--- src/rtl/mem_access_unit_if.sv ---
`default_nettype none
// ============================================================================
//  Module      : mem_access_unit_if
//  Description : Bundles the M-stage request/response signals and the data
//                memory bus of the memory access unit.
//                slave  - view taken by mem_access_unit
//                master - view taken by the pipeline / memory environment
//  Ports       : memread_m, memwrite_m, size_m, unsigned_m, aluout_m,
//                writedata_m  (pipeline -> unit)
//                readdata_m, stall_m, misalign_m (unit -> pipeline)
//                dmem_req, dmem_we, dmem_addr, dmem_be, dmem_wdata
//                (unit -> memory)
//                dmem_rdata, dmem_ack (memory -> unit)
//  Revision    : 1.0  initial release
// ============================================================================
interface mem_access_unit_if;
  logic        memread_m;
  logic        memwrite_m;
  logic [1:0]  size_m;
  logic        unsigned_m;
  logic [31:0] aluout_m;
  logic [31:0] writedata_m;
  logic [31:0] readdata_m;
  logic        stall_m;
  logic        misalign_m;
  logic        dmem_req;
  logic        dmem_we;
  logic [31:0] dmem_addr;
  logic [3:0]  dmem_be;
  logic [31:0] dmem_wdata;
  logic [31:0] dmem_rdata;
  logic        dmem_ack;

  modport slave (
    input  memread_m, memwrite_m, size_m, unsigned_m, aluout_m, writedata_m,
    input  dmem_rdata, dmem_ack,
    output readdata_m, stall_m, misalign_m,
    output dmem_req, dmem_we, dmem_addr, dmem_be, dmem_wdata
  );

  modport master (
    output memread_m, memwrite_m, size_m, unsigned_m, aluout_m, writedata_m,
    output dmem_rdata, dmem_ack,
    input  readdata_m, stall_m, misalign_m,
    input  dmem_req, dmem_we, dmem_addr, dmem_be, dmem_wdata
  );
endinterface
`default_nettype wire

--- src/rtl/mem_access_unit.sv ---
`default_nettype none
// ============================================================================
//  Module      : mem_access_unit
//  Description : M-stage load/store unit. Checks alignment, issues a single
//                data memory request per instruction, stalls the pipeline
//                until the memory acknowledges, and aligns/extends load data.
//  Ports       : clk    - clock, rising edge
//                reset  - asynchronous, active-low reset
//                bus    - mem_access_unit_if.slave (pipeline + memory bus)
//  Revision    : 1.0  initial release
// ============================================================================
module mem_access_unit (
  input  logic                 clk,
  input  logic                 reset,
  mem_access_unit_if.slave     bus
);

  localparam logic [1:0] IDLE = 2'd0;
  localparam logic [1:0] BUSY = 2'd1;
  localparam logic [1:0] DONE = 2'd2;

  localparam logic [1:0] SZ_BYTE = 2'b00;
  localparam logic [1:0] SZ_HALF = 2'b01;

  logic [1:0]  state_q, state_d;
  logic [31:0] addr_q;
  logic        we_q;
  logic [3:0]  be_q;
  logic [31:0] wdata_q;
  logic [1:0]  size_q;
  logic        unsigned_q;
  logic [31:0] readdata_q;

  logic        access;
  logic        misalign;
  logic        start;
  logic        stall;
  logic [3:0]  be_d;
  logic [31:0] wdata_d;
  logic [7:0]  byte_lane;
  logic [15:0] half_lane;
  logic [31:0] load_d;

  assign access = bus.memread_m | bus.memwrite_m;

  // Size 11 behaves as a word everywhere, so size_m[1] means "word".
  assign misalign = (state_q == IDLE) & access &
                    (((bus.size_m == SZ_HALF) & bus.aluout_m[0]) |
                     (bus.size_m[1] & (bus.aluout_m[1:0] != 2'b00)));

  assign start = (state_q == IDLE) & access & ~misalign;

  // Byte enables and lane-replicated store data for the incoming request
  always_comb begin
    be_d    = 4'b1111;
    wdata_d = bus.writedata_m;
    case (bus.size_m)
      SZ_BYTE: begin
        be_d    = 4'b0001 << bus.aluout_m[1:0];
        wdata_d = {4{bus.writedata_m[7:0]}};
      end
      SZ_HALF: begin
        be_d    = bus.aluout_m[1] ? 4'b1100 : 4'b0011;
        wdata_d = {2{bus.writedata_m[15:0]}};
      end
      default: begin
        be_d    = 4'b1111;
        wdata_d = bus.writedata_m;
      end
    endcase
  end

  // Load lane selection and extension, driven by the registered request
  always_comb begin
    byte_lane = bus.dmem_rdata[7:0];
    case (addr_q[1:0])
      2'd0:    byte_lane = bus.dmem_rdata[7:0];
      2'd1:    byte_lane = bus.dmem_rdata[15:8];
      2'd2:    byte_lane = bus.dmem_rdata[23:16];
      default: byte_lane = bus.dmem_rdata[31:24];
    endcase
    half_lane = addr_q[1] ? bus.dmem_rdata[31:16] : bus.dmem_rdata[15:0];

    load_d = bus.dmem_rdata;
    case (size_q)
      SZ_BYTE: load_d = unsigned_q ? {24'd0, byte_lane}
                                   : {{24{byte_lane[7]}}, byte_lane};
      SZ_HALF: load_d = unsigned_q ? {16'd0, half_lane}
                                   : {{16{half_lane[15]}}, half_lane};
      default: load_d = bus.dmem_rdata;
    endcase
  end

  // DONE always falls back to IDLE so a held request is not replayed.
  always_comb begin
    state_d = state_q;
    stall   = 1'b0;
    case (state_q)
      IDLE: begin
        stall = start;
        if (start) state_d = BUSY;
      end
      BUSY: begin
        stall = 1'b1;
        if (bus.dmem_ack) state_d = DONE;
      end
      DONE: begin
        stall   = 1'b0;
        state_d = IDLE;
      end
      default: begin
        stall   = 1'b0;
        state_d = IDLE;
      end
    endcase
  end

  always_ff @(posedge clk or negedge reset) begin
    if (!reset) begin
      state_q    <= IDLE;
      addr_q     <= 32'd0;
      we_q       <= 1'b0;
      be_q       <= 4'd0;
      wdata_q    <= 32'd0;
      size_q     <= 2'd0;
      unsigned_q <= 1'b0;
      readdata_q <= 32'd0;
    end else begin
      state_q <= state_d;
      if (start) begin
        addr_q     <= bus.aluout_m;
        we_q       <= bus.memwrite_m;   // store wins when both are set
        be_q       <= be_d;
        wdata_q    <= wdata_d;
        size_q     <= bus.size_m;
        unsigned_q <= bus.unsigned_m;
      end
      if ((state_q == BUSY) && bus.dmem_ack && !we_q) begin
        readdata_q <= load_d;
      end
    end
  end

  // Request is a pure decode of the state register, so an asynchronous
  // reset removes it immediately.
  assign bus.dmem_req   = (state_q == BUSY);
  assign bus.dmem_we    = (state_q == BUSY) & we_q;
  assign bus.dmem_addr  = {addr_q[31:2], 2'b00};
  assign bus.dmem_be    = be_q;
  assign bus.dmem_wdata = wdata_q;
  assign bus.readdata_m = readdata_q;
  assign bus.stall_m    = stall;
  assign bus.misalign_m = misalign;

endmodule
`default_nettype wire
--- src/flat_wrapper.sv ---
// flat-port wrapper written by rule: the top's interface ports become plain ports
module mem_access_unit_flat 
  (clk, reset, bus_memread_m, bus_memwrite_m, bus_size_m, bus_unsigned_m, bus_aluout_m, bus_writedata_m, bus_dmem_rdata, bus_dmem_ack, bus_readdata_m, bus_stall_m, bus_misalign_m, bus_dmem_req, bus_dmem_we, bus_dmem_addr, bus_dmem_be, bus_dmem_wdata);
  mem_access_unit_if bus_i ();
  input  logic clk;
  input  logic reset;
  input wire logic [$bits(bus_i.memread_m)-1:0] bus_memread_m;
  input wire logic [$bits(bus_i.memwrite_m)-1:0] bus_memwrite_m;
  input wire logic [$bits(bus_i.size_m)-1:0] bus_size_m;
  input wire logic [$bits(bus_i.unsigned_m)-1:0] bus_unsigned_m;
  input wire logic [$bits(bus_i.aluout_m)-1:0] bus_aluout_m;
  input wire logic [$bits(bus_i.writedata_m)-1:0] bus_writedata_m;
  input wire logic [$bits(bus_i.dmem_rdata)-1:0] bus_dmem_rdata;
  input wire logic [$bits(bus_i.dmem_ack)-1:0] bus_dmem_ack;
  output wire logic [$bits(bus_i.readdata_m)-1:0] bus_readdata_m;
  output wire logic [$bits(bus_i.stall_m)-1:0] bus_stall_m;
  output wire logic [$bits(bus_i.misalign_m)-1:0] bus_misalign_m;
  output wire logic [$bits(bus_i.dmem_req)-1:0] bus_dmem_req;
  output wire logic [$bits(bus_i.dmem_we)-1:0] bus_dmem_we;
  output wire logic [$bits(bus_i.dmem_addr)-1:0] bus_dmem_addr;
  output wire logic [$bits(bus_i.dmem_be)-1:0] bus_dmem_be;
  output wire logic [$bits(bus_i.dmem_wdata)-1:0] bus_dmem_wdata;
  assign bus_i.memread_m = bus_memread_m;
  assign bus_i.memwrite_m = bus_memwrite_m;
  assign bus_i.size_m = bus_size_m;
  assign bus_i.unsigned_m = bus_unsigned_m;
  assign bus_i.aluout_m = bus_aluout_m;
  assign bus_i.writedata_m = bus_writedata_m;
  assign bus_i.dmem_rdata = bus_dmem_rdata;
  assign bus_i.dmem_ack = bus_dmem_ack;
  assign bus_readdata_m = bus_i.readdata_m;
  assign bus_stall_m = bus_i.stall_m;
  assign bus_misalign_m = bus_i.misalign_m;
  assign bus_dmem_req = bus_i.dmem_req;
  assign bus_dmem_we = bus_i.dmem_we;
  assign bus_dmem_addr = bus_i.dmem_addr;
  assign bus_dmem_be = bus_i.dmem_be;
  assign bus_dmem_wdata = bus_i.dmem_wdata;
  mem_access_unit u_core (.clk(clk), .reset(reset), .bus(bus_i));
endmodule
--- config.mk ---
export PLATFORM = sky130hd
export DESIGN_NAME = mem_access_unit_flat
export DESIGN_NICKNAME = d
export VERILOG_FILES = /design/src/rtl/mem_access_unit_if.sv /design/src/rtl/mem_access_unit.sv /design/src/flat_wrapper.sv
export SDC_FILE = /design/constraint.sdc
export NUM_CORES = 1
export LEC_CHECK = 0
export CORE_UTILIZATION = 44
export CTS_CLUSTER_SIZE = 30
export DETAILED_ROUTE_END_ITERATION = 6
export GPL_TIMING_DRIVEN = 1
export PLACE_DENSITY = 0.9
export SLEW_MARGIN = 0
export SYNTH_ARGS = -nofsm -noshare
export SYNTH_HDL_FRONTEND = slang
export SYNTH_SLANG_ARGS = --single-unit
export TNS_END_PERCENT = 20
--- constraint.sdc ---
create_clock -name clk -period 2.6 [get_ports clk]
set_input_delay 0.52 -clock clk [delete_from_list [all_inputs] [get_ports clk]]
set_output_delay 0.52 -clock clk [all_outputs]
set_load 0.005 [all_outputs]
After elaboration in Yosys (flattened, before gate mapping)
Index checks and enable logic that the tools add are counted.
{"block": "classes", "n_eq_ne": 7, "shifts": 1, "muxes": 12, "bitwise_logic": 9, "reduce_logical": 9}
{"op": "$pmux 32 s2", "n": 2}
{"op": "$mux 32", "n": 2}
{"op": "$pmux 8 s3", "n": 1}
{"op": "$mux 16", "n": 1}
{"op": "$eq 2x1->1 const B", "n": 4}
{"op": "$logic_not 2->1", "n": 4}
{"op": "$pmux 4 s2", "n": 1}
{"op": "$and 1x1->1", "n": 6}
{"op": "$mux 2", "n": 2}
{"op": "$mux 4", "n": 1}
{"op": "$pmux 2 s2", "n": 1}
{"op": "$shl 1x2->4 const A", "n": 1}
{"op": "$eq 2x2->1 const B", "n": 1}
{"op": "$logic_and 1x1->1", "n": 2}
{"op": "$ne 2x1->1 const B", "n": 1}
{"op": "$ne 2x2->1 const B", "n": 1}
{"op": "$or 1x1->1", "n": 2}
{"op": "$pmux 1 s2", "n": 1}
{"op": "$reduce_and 2->1", "n": 1}
{"op": "$reduce_bool 2->1", "n": 1}
{"op": "$logic_not 1->1", "n": 1}
{"op": "$not 1->1", "n": 1}
{"block": "totals", "reg_bits": 106, "in_bits": 104, "output_inout_bits": 104, "wordCells": 46}

Depth between registers and ports, before layout
Gate-level depths: netlist (run 1).
{"block": "logic_depth", "word_depth": 8, "mapped_depth": 8, "ltp_nobuf": 4}

Least setup slack after synthesis (run 1)
No wires, ideal clock.
{"block": "synth_timing", "path_type": "input to output", "start": "input port bus_size_m[0]", "end": "output port bus_stall_m", "t_arrival_ns": 1.678, "required_ns": 2.080, "path_slack_ns": 0.402, "path_stages": 5, "path_buffers": 2, "cell_sequence": "clkbuf_2 > and2_1 > buf_6 > a2111oi_4 > or2_2"}
{"block": "synth_via", "elab_chain_len": 7}
{"element": "start, declared", "line_no": "flat_wrapper.sv:9", "source": "input wire logic [$bits(bus_i.size_m)-1:0] bus_size_m;"}
{"element": "$eq 2x1->1", "line_no": "mem_access_unit.sv:48", "source": "(((bus.size_m == SZ_HALF) & bus.aluout_m[0]) |"}
{"element": "$and 1x1->1", "line_no": "mem_access_unit.sv:48"}
{"element": "$or 1x1->1", "line_no": "mem_access_unit.sv:48"}
{"element": "$and 1x1->1", "line_no": "mem_access_unit.sv:47", "source": "assign misalign = (state_q == IDLE) & access &"}
{"element": "$not 1->1", "line_no": "mem_access_unit.sv:51", "source": "assign start = (state_q == IDLE) & access & ~misalign;"}
{"element": "$and 1x1->1", "line_no": "mem_access_unit.sv:51"}
{"element": "$pmux 1 s2", "line_no": "mem_access_unit.sv:98", "source": "case (state_q)"}
{"element": "end, declared", "line_no": "flat_wrapper.sv:16", "source": "output wire logic [$bits(bus_i.stall_m)-1:0] bus_stall_m;"}
Every way passes these cells.

Worst setup path in the final report (run 1)
{"block": "layout_timing", "start": "input port bus_aluout_m[1]", "end": "output port bus_stall_m"}
{"block": "layout_via", "elab_chain_len": 7}
{"element": "start, declared", "line_no": "flat_wrapper.sv:11", "source": "input wire logic [$bits(bus_i.aluout_m)-1:0] bus_aluout_m;"}
{"element": "$reduce_bool 2->1", "line_no": "mem_access_unit.sv:49", "source": "(bus.size_m[1] & (bus.aluout_m[1:0] != 2'b00)));"}
{"element": "$and 1x1->1", "line_no": "mem_access_unit.sv:49"}
{"element": "$or 1x1->1", "line_no": "mem_access_unit.sv:48"}
{"element": "$and 1x1->1", "line_no": "mem_access_unit.sv:47"}
{"element": "$not 1->1", "line_no": "mem_access_unit.sv:51"}
{"element": "$and 1x1->1", "line_no": "mem_access_unit.sv:51"}
{"element": "$pmux 1 s2", "line_no": "mem_access_unit.sv:98"}
Every way passes these cells.

==> results.toml, run 1 <==
[timing]
maxSlewViolCount = 0
final-setup-viol-count = 0
worst_clock_skew_ns = 0.008997
finalCriticalPeriod_ns = 2.490
fin_crit_sh_pct = 95.78
clock.fmax_mhz = 401.6
report.final.hold_viol_count = 0
hold-worst-slack_ns = 0.06233
worstMarginPinSlew_ns = 1.066
grt_setup_unrepaired = "no"
slew_headroom_pct = 28.65

[pwr]
clock_power_share_pct = 16.9
power_frac_seq_pct = 36.1
power.density_mw_per_mm2 = 1108
power.share.switching_pct = 32.18
power_frac_comb_pct = 47.0
p_leak_nw = 3.108
worst_ir_drop_vdd_v = 0.0006442
cellInternalPower_mw = 5.627
power_switching_mw = 2.670
power.total_mw = 8.297

[clock_tree]
cts_inserted_buffers = 9
root_driver = "clkbuf_16"
cts.htree.levels = 3
numClockSinks = 106
tritoncts = "built"
cts.reportedPaths.clkPinSlew_ns = 0.08
number_of_hold_buffers_added_after_cts = 0
clk_latency_ns = 0.35
cts_buffer_depth = 2

[critical_path]
critPathRequiredTime_ns = 2.08
cp-end-kind = "primary output"
worst-r2r-setup-slack_ns = 0.34
endpoint_arrival_time_on_the_critical_path_ns = 1.97
worstReg2RegStart = "u_core.state_q[0]$_DFFE_PN0P_"
worstSetupStartpoint = "bus_aluout_m[1]"
number_of_cells_traversed_by_the_worst_register_to_register_path = 6
timing.critical_path.from_type = "input pin"
timing.critical_path.fanout_max = 2
worstSetupPathType = "in -> out"
rr_endpoint = "u_core.bus.dmem_wdata[1]$_DFFE_PN0P_"

[detailed_routing]
first_pass_iters = 4
drcViolationCount = 0
detailroute.via_count = 4281
detail-route-antenna-nets = 0
drt-vias-per-instance = 5.371
drt_iter0_drc = 351
wirelength_um = 14210
wl_per_cell_um = 17.83

[global_route]
grt_use_total_pct = 23.62
initial_antenna_violation_count = 0
grt_pass1_wl_um = 22850
global_route.overflow_total = 0
grt_start_max_net_pins = 66
via_count_of_the_first_global_routing_pass = 4525

[cells_and_area]
syn2layout_area_growth_pct = 44.65
design.final.nets = 753
sequential_cell_area_sq_mm = 0.002653
layout.filler_cells = 881
multi_input_comb_area_sq_mm = 0.002078
final-instance-count-excl-fill = 797
fin_area_sq_mm = 0.007487
antenna_cells_inserted = 0
utilization_pct = 65.57
post_route_cells_drive_above_1_share_pct = 15.75

[die]
ios = 208
area_of_the_placeable_core_sq_mm = 0.01142
dieWidth_um = 110.5
std_cell_rows = 39
die_h_um = 110.5
fp.dieArea_sq_mm = 0.01220
floorplan.initialDensity_pct = 45.33

[placed_design]
place.gp.congestion = 0.8671
detailed_place.area_sq_mm = 0.007124
dp_wirelength_um = 10420
port-buffer-count = 205
placed_cells = 778

[logic_synthesis]
synth_area_per_inst_sq_um = 10.92
ys_seq_elements = 106
dominantRegCellSynth = "dfrtp_1"
post_syn_area_sq_mm = 0.005176
synthesis.yosys.warnings = 0
synth-async-reset-ratio_pct = 100.0
synth_cell_type_count = 45
yosysSeqAreaShare_pct = 51.24
netlist_instances = 474
synth_enable_flop_cells = 0

[outcome]
outcome = "complete, no violations"

[job]
maxCapViolCount = 0

[min_path]
hold_path.class = "in -> async"
cell families (layout without fill, tap and decap cells):
group	Yosys count	in the layout	synth area share [%]
simple gates	118	118	9.983
flops	106	106	51.24
compound gates	105	105	13.54
mux	76	76	16.12
buf+inv	67	246	8.871
other cells	1	2	0.07245
xor+xnor	1	1	0.1692
worst max-delay path by stage:
stage                                                 endpoint  slack, ns
after global routing                               bus_stall_m       0.04
after detailed placement  u_core.bus.dmem_wdata[1]$_DFFE_PN0P_      -0.25
after CTS                                       bus_misalign_m       0.05
after floorplan                                    bus_stall_m       0.40
final                                              bus_stall_m       0.11
after global placement    u_core.bus.dmem_wdata[5]$_DFFE_PN0P_      -0.18
stage by stage:
step           worst slack (ns)  setup TNS (ns)
2_1_floorplan            0.4023               0
3_3_place_gp            -0.1774          -5.889
3_5_place_dp            -0.2520          -8.606
4_1_cts                 0.04771               0
5_1_grt                 0.04203               0
6_report                 0.1098               0
routing by layer:
metal / global-route usage, % / part of all wire, % / up-vias
li1: - / - / 1970
met1: 26.48 / 37 / 2085
met2: 41.37 / 52 / 195
met3: 6.202 / 7.7 / 31
met4: 11.73 / 2.8 / 0
met5: 0 / 0 / -
power groups by stage:
| stage | Combinational (mW) | Sequential [mW] | Clock [mW] |
|---|---|---|---|
| 2_1_floorplan | 2.02 | 2.93 | 0 |
| 3_3_place_gp | 3.74 | 2.96 | 0 |
| 3_5_place_dp | 3.87 | 3.02 | 0 |
| 4_1_cts | 3.90 | 2.99 | 1.45 |
| 5_1_grt | 4.20 | 3.10 | 1.51 |
| 6_report | 3.90 | 2.99 | 1.41 |
repair_timing:
item | 4_1_cts | 5_1_grt
resized for setup | 6 | 3
setup buffers | 2 | 0
gates cloned | 0 | 1
pin swaps | 2 | 0
setup endpoints to repair | 1 | 16
synth_stat cells (all sizes together), types with 2 or more instances:
cell | number | area, sq um
mux2i | 26 | 260.3
a21oi | 51 | 296.5
nand2 | 38 | 142.6
buf | 48 | 386.6
nor2b | 9 | 56.30
a211oi | 13 | 97.59
a2bb2oi | 7 | 61.31
nor3 | 2 | 10.01
nand3 | 2 | 10.01
nor2 | 53 | 198.9
o41ai | 7 | 61.31
clkbuf | 15 | 57.55
dfrtp | 106 | 2653
and2 | 4 | 25.02
or3 | 2 | 12.51
inv | 3 | 11.26
o21ai | 19 | 95.09
mux2 | 49 | 551.8
or2 | 4 | 25.02
critical path, stage by stage:
cell and delay [ns]:
clkdlybuf4s50_1 0.44, or2_4 0.28, a2111oi_4 0.32, or2_4 0.18, dlygate4sd2_1 0.23
state kept, by name, summed over array words and instances (netlist names):
signal / count
u_core.addr_q: 32
u_core.bus.dmem_be: 4
u_core.bus.dmem_wdata: 32
u_core.bus.readdata_m: 32
u_core.size_q: 2
u_core.state_q: 2
u_core.unsigned_q: 1
u_core.we_q: 1
cell usage in the layout, fill, tap and decap left out, types with 2 or more instances in the layout:
master	Yosys	layout
clkdlybuf4s50_1	0	200
dfrtp_1	106	106
nor2_1	53	52
mux2_2	48	48
a21oi_1	42	42
nand2_1	38	38
mux2i_1	26	26
buf_4	33	19
o21ai_0	18	18
a211oi_1	13	13
clkbuf_16	0	10
nor2b_1	9	9
a21oi_2	8	8
a2bb2oi_1	7	7
o41ai_1	7	7
and2_1	4	3
inv_1	3	3
inv_6	0	3
dlygate4sd2_1	0	3
or2_4	0	2
nor3_1	2	2
nand3_1	2	2
or3_1	2	2
conb_1	1	2
final cells by class:
class	instances	share of cell area [%]
Sequential cell	106	35.43
Tap cell	143	2.390
Timing Repair Buffer	226	30.13
Clock inverter	7	1.086
Clock buffer	9	3.008
Inverter	4	0.2005
Multi-Input combinational cell	302	27.76
Power figures use the tool's default switching activity.
==> inputs of run 2 (changes only) <==
- CORE_UTILIZATION: 44 -> 47
- PLACE_DENSITY: 0.9 -> 0.95
- clock period: 2.6 -> 3.15 ns (I/O delays scaled with it)
==> run 2 against run 1 <==
Critical path depth did not move. Die area fell by 6.3%. Count of clock-buffer cells in the layout rose by 1. Wire length fell by 4.6%. Setup slack got worse by 0.019 ns. Critical endpoint unchanged. Combinational power fell by 20%. Register-to-register slack improved by 0.43 ns. Highest routed layer unchanged. Clock skew rose by 0.0022 ns.
==> results.toml, run 2 (same netlist as run 1, synthesis figures left out) <==
[placed_design]
dp_wirelength_um = 10030
place.gp.congestion = 0.9141
port-buffer-count = 205
detailed_place.area_sq_mm = 0.007078

[timing]
fin_tns_setup_ns = 0
finalCriticalPeriod_ns = 3.059
fin_crit_sh_pct = 97.12
final-setup-viol-count = 0
report.final.hold_viol_count = 0
worst_clock_skew_ns = 0.01117
worstMarginPinSlew_ns = 0.9978
grt_setup_unrepaired = "no"
clock.fmax_mhz = 326.9
slew_headroom_pct = 33.48
maxSlewViolCount = 0

[clock_tree]
cts_buffer_depth = 2
cts.reportedPaths.clkPinSlew_ns = 0.10
root_driver = "clkbuf_8"
tritoncts = "built"
clk_latency_ns = 0.36
numClockSinks = 106
number_of_hold_buffers_added_after_cts = 0
cts_inserted_buffers = 9
cts.htree.levels = 3

[global_route]
grt_pass1_wl_um = 21430
global_route.overflow_total = 0
via_count_of_the_first_global_routing_pass = 4388
grt_start_max_net_pins = 81
initial_antenna_violation_count = 0
grt_use_total_pct = 23.93

[critical_path]
worstSetupPathType = "in -> out"
timing.critical_path.from_type = "input pin"
endpoint_arrival_time_on_the_critical_path_ns = 2.43
worstSetupStartpoint = "bus_aluout_m[0]"
critPathMostFrequentCell = "clkdlybuf4s50_1"
cp_cell_sequence = "clkdlybuf4s50_1 > or2_4 > a2111oi_4 > or2_2 > clkdlybuf4s50_1"
rr_endpoint = "u_core.bus.dmem_wdata[7]$_DFFE_PN0P_"
worst_stage_delay_on_the_critical_path_ns = 0.49
cp-end-kind = "primary output"
worst-r2r-setup-slack_ns = 0.77
timing.critical_path.fanout_max = 4
cp_slowest_cell = "clkdlybuf4s50_1"
critPathRequiredTime_ns = 2.52
number_of_cells_traversed_by_the_worst_register_to_register_path = 5
critical_path.endpoint = "bus_stall_m"
worstReg2RegStart = "u_core.state_q[0]$_DFFE_PN0P_"

[cells_and_area]
final_common_cell = "clkdlybuf4s50_1"
fin_area_sq_mm = 0.007281
mostFrequentLayoutCells = "204 x clkdlybuf4s50_1, 106 x dfrtp_1, 53 x nor2_1"
design.final.nets = 745
post_route_cells_drive_above_1_share_pct = 14.24
antenna_cells_inserted = 0
utilization_pct = 69.28
syn2layout_area_growth_pct = 40.66

[pwr]
power.density_mw_per_mm2 = 887.6
p_leak_nw = 2.983
power.total_mw = 6.463
worst_ir_drop_vdd_v = 0.0004410

[die]
std_cell_rows = 37
die_h_um = 106.9
area_of_the_placeable_core_sq_mm = 0.01051
dieWidth_um = 106.9
fp.dieArea_sq_mm = 0.01144
floorplan.initialDensity_pct = 49.26
ios = 208

[detailed_routing]
drt_iter0_drc = 308
wl_per_cell_um = 17.32
wirelength_um = 13550
first_pass_iters = 5
drt-vias-per-instance = 5.449
detailroute.via_count = 4261
drcViolationCount = 0
detail-route-antenna-nets = 0

[job]
maxCapViolCount = 0

[min_path]
hold_path.class = "in -> async"

[outcome]
outcome = "complete, no violations"
[run 2: timing repair]
item / CTS / global route
setup buffers: 0 / 0
setup endpoints to repair: 0 / 1
resized for setup: 0 / 1
[run 2: worst min-delay path by stage]
stage,to,slack (ns)
6_report,u_core.addr_q[5]$_DFFE_PN0P_,0.16
5_1_grt,u_core.addr_q[6]$_DFFE_PN0P_,0.16
4_1_cts,u_core.bus.readdata_m[18]$_DFFE_PN0P_,0.15
3_5_place_dp,u_core.bus.readdata_m[7]$_DFFE_PN0P_,0.47
3_3_place_gp,u_core.bus.readdata_m[5]$_DFFE_PN0P_,0.46
2_1_floorplan,u_core.addr_q[0]$_DFFE_PN0P_,0.33
[run 2: final cells by class]
type,count,area [sq um]
clock buffers,10,127.6
clock inverters,6,72.57
fillers,760,3228
inverters,4,15.01
multi-input cells,302,2071
flip-flops and latches,106,2653
well taps,136,170.2
repair buffers,218,2172
[run 2: metrics by stage]
stage | hold WS, ns | worst slack [ns] | instances
detailed placement | 0.4714 | 0.006726 | 766
floorplan | 0.3344 | 0.7323 | 475
global placement | 0.4560 | 0.1396 | 766
finish | 0.1647 | 0.09084 | 782
CTS | 0.1492 | 0.04733 | 782
global route | 0.1582 | 0.03720 | 782
[run 2: power breakdown]
| part | internal, mW | leakage (nW) | switching (mW) |
|---|---|---|---|
| Combinational | 1.92 | 1.65 | 1.20 |
| Clock | 0.377 | 0.0975 | 0.471 |
| Sequential | 2.04 | 1.24 | 0.455 |
| Total | 4.34 | 2.98 | 2.12 |
[run 2: critical path: cells and delay by family]
kind / cells / cell delay [ns]
AOI/OAI and AO/OA: 1 / 0.39
buffers and inverters: 2 / 0.95
and+or+nand+nor: 2 / 0.46
[run 2: layer usage]
layer / wire length (um) / vias to the layer above / track usage [%]
met1: 5188 / 2030 / 27.57
met5: 0 / - / 0
li1: - / 1953 / -
met4: 265 / 0 / 8.219
met2: 7009 / 243 / 43.36
met3: 1085 / 35 / 5.593
==> edit: new RTL, settings of run 2 <==
Reset style: synchronous (`reset`), changed in one clocked block. Comments in the files are not updated.
--- a/src/rtl/mem_access_unit.sv
+++ b/src/rtl/mem_access_unit.sv
@@ -117,3 +117,3 @@
 
-  always_ff @(posedge clk or negedge reset) begin
+  always_ff @(posedge clk) begin
     if (!reset) begin
Formal check against the unedited RTL: differs if reset is asserted again (counterexample within 4 cycles, from zero or initial values and one cycle with reset low); with reset held inactive, the same outputs for 10 cycles.
==> edit against run 2 <==
  * Sequential cell count unchanged
  * First-iteration DRC count up 75%
  * Non-clock buffer count grew 2
  * Register-to-register slack better by 0.20 ns
  * Final cell count rose by 14%
  * Setup slack improved by 0.061 ns
  * Synthesized area shrank 3.3%
  * Hold slack gained 0.30 ns
  * Wire length increased by 12%
  * Design area down 2.3%
Power is not compared: it rests on default switching activity, and its combinational part moved more than twofold at a synthesized area within 25%.
==> edit: results (changes against run 2) <==
[run_status]
status=finished clean

[placed_design]
dpl.hpwl_mm=11.2  ; +11%
gp_congestion=0.904  ; -1.1%
place_area_mm2=0.00691  ; -2.4%

[setup_path]
arrival_ns=2.37  ; -0.06 ns
cp_max_fo=2  ; -2
max_stage_delay_ns=0.58  ; +0.09 ns
rrSetupSlack_ns=0.97  ; +0.20 ns
r2r_start=u_core.addr_q[1]
r2r_cells=4  ; -1

[yosys]
yosysSeqAreaShare_pct=42.4  ; -8.9 points
synth_common_cells=149 x nand2_1, 106 x dfxtp_1, 47 x o21ai_0

[detailed_routing]
vias_per_cell=5.51  ; +1.1%
wl_per_cell_um=17.0  ; -1.7%
drt_pre_antenna_iters=5  ; unchanged
drtIter0Drc=539  ; +75%

[sta]
tightest_slew_ns=0.675  ; -0.323 ns
fin_skew_ns=0.0104  ; -0.000786 ns

[layout]
drive_gt1_share_pct=5.42  ; -8.8 points
seq_area_mm2=0.00212  ; -20%
nets=856  ; +15%
fillers=757  ; -0.39%

[global_routing]
grt_start_max_net_pins=87  ; +7.4%
grt_pass1_wl_mm=24.2  ; +13%

[clock_tree]
ctsHtreeMaxLevel=3  ; unchanged

[hold_path]
min_path_type=reg -> reg

==> edit: cell types whose count changed after synthesis, sizes merged, moves of 8 or more <==
cell    delta
nor2      -39
clkbuf    +15
nand2    +111
a21boi    +49
a21oi     -18
mux2      -45
a22o       +8
nand3      +8
o211a     +18
a211oi    -11
o21ai     +28
dfrtp    -106
dfxtp    +106
mux2i      -9
==> edit: how the worst max path moves through the flow <==
stage             endpoint  slack [ns]       startpoint
3_3_place_gp   bus_stall_m        0.19  bus_aluout_m[0]
6_report       bus_stall_m        0.15  bus_aluout_m[0]
5_1_grt        bus_stall_m        0.09  bus_aluout_m[0]
4_1_cts        bus_stall_m        0.17  bus_aluout_m[0]
3_5_place_dp   bus_stall_m        0.18  bus_aluout_m[0]
2_1_floorplan  bus_stall_m        1.22  bus_aluout_m[0]
==> edit: kinds of logic (layout without fill, tap and decap cells) <==
family          Yosys count  in the layout  synth area share, %
compound gates          192            192                 26.7
buf+inv                  82            237                 9.20
flops                   106            106                 42.4
mux                      23             23                 5.20
other cells               1              2               0.0749
simple gates            197            197                 16.4
==> edit: through the flow <==
step | cells | hold WS [ns] | setup WS, ns
detailed placement | 877 | 0.445 | 0.176
floorplan | 602 | 0.444 | 1.22
finish | 893 | 0.460 | 0.151
CTS | 893 | 0.459 | 0.173
global route | 893 | 0.483 | 0.0932
global placement | 877 | 0.442 | 0.192
==> edit: layer usage <==
layer	up-vias	track usage [%]	share of wire, %
met4	0	14.9	4.0
met1	2300	34.2	41
met3	45	5.12	6.8
met5	-	0	0
met2	225	45.3	49
li1	2347	-	-
==> edit: power by group <==
| group | switching (mW) | internal (mW) | total, mW |
|---|---|---|---|
| Clock | 0.470 | 0.389 | 0.859 |
| Combinational | 0.318 | 0.422 | 0.740 |
| Sequential | 0.0691 | 1.44 | 1.51 |
| Total | 0.857 | 2.25 | 3.11 |
==> edit: cell type report <==
cell class                 instances  share of cell area, %
inverter                           1                 0.0528
sequential                       106                   29.8
clock inverter                     6                  0.932
timing repair buffer             220                   30.7
clock buffer                      10                   1.94
tap                              136                   2.39
multi-input combinational        414                   34.1
==> edit: critical path: cells and delay by family <==
family | cells | cell delay [ns]
buf+inv | 2 | 1.01
compound gates | 2 | 0.60
simple gates | 1 | 0.13
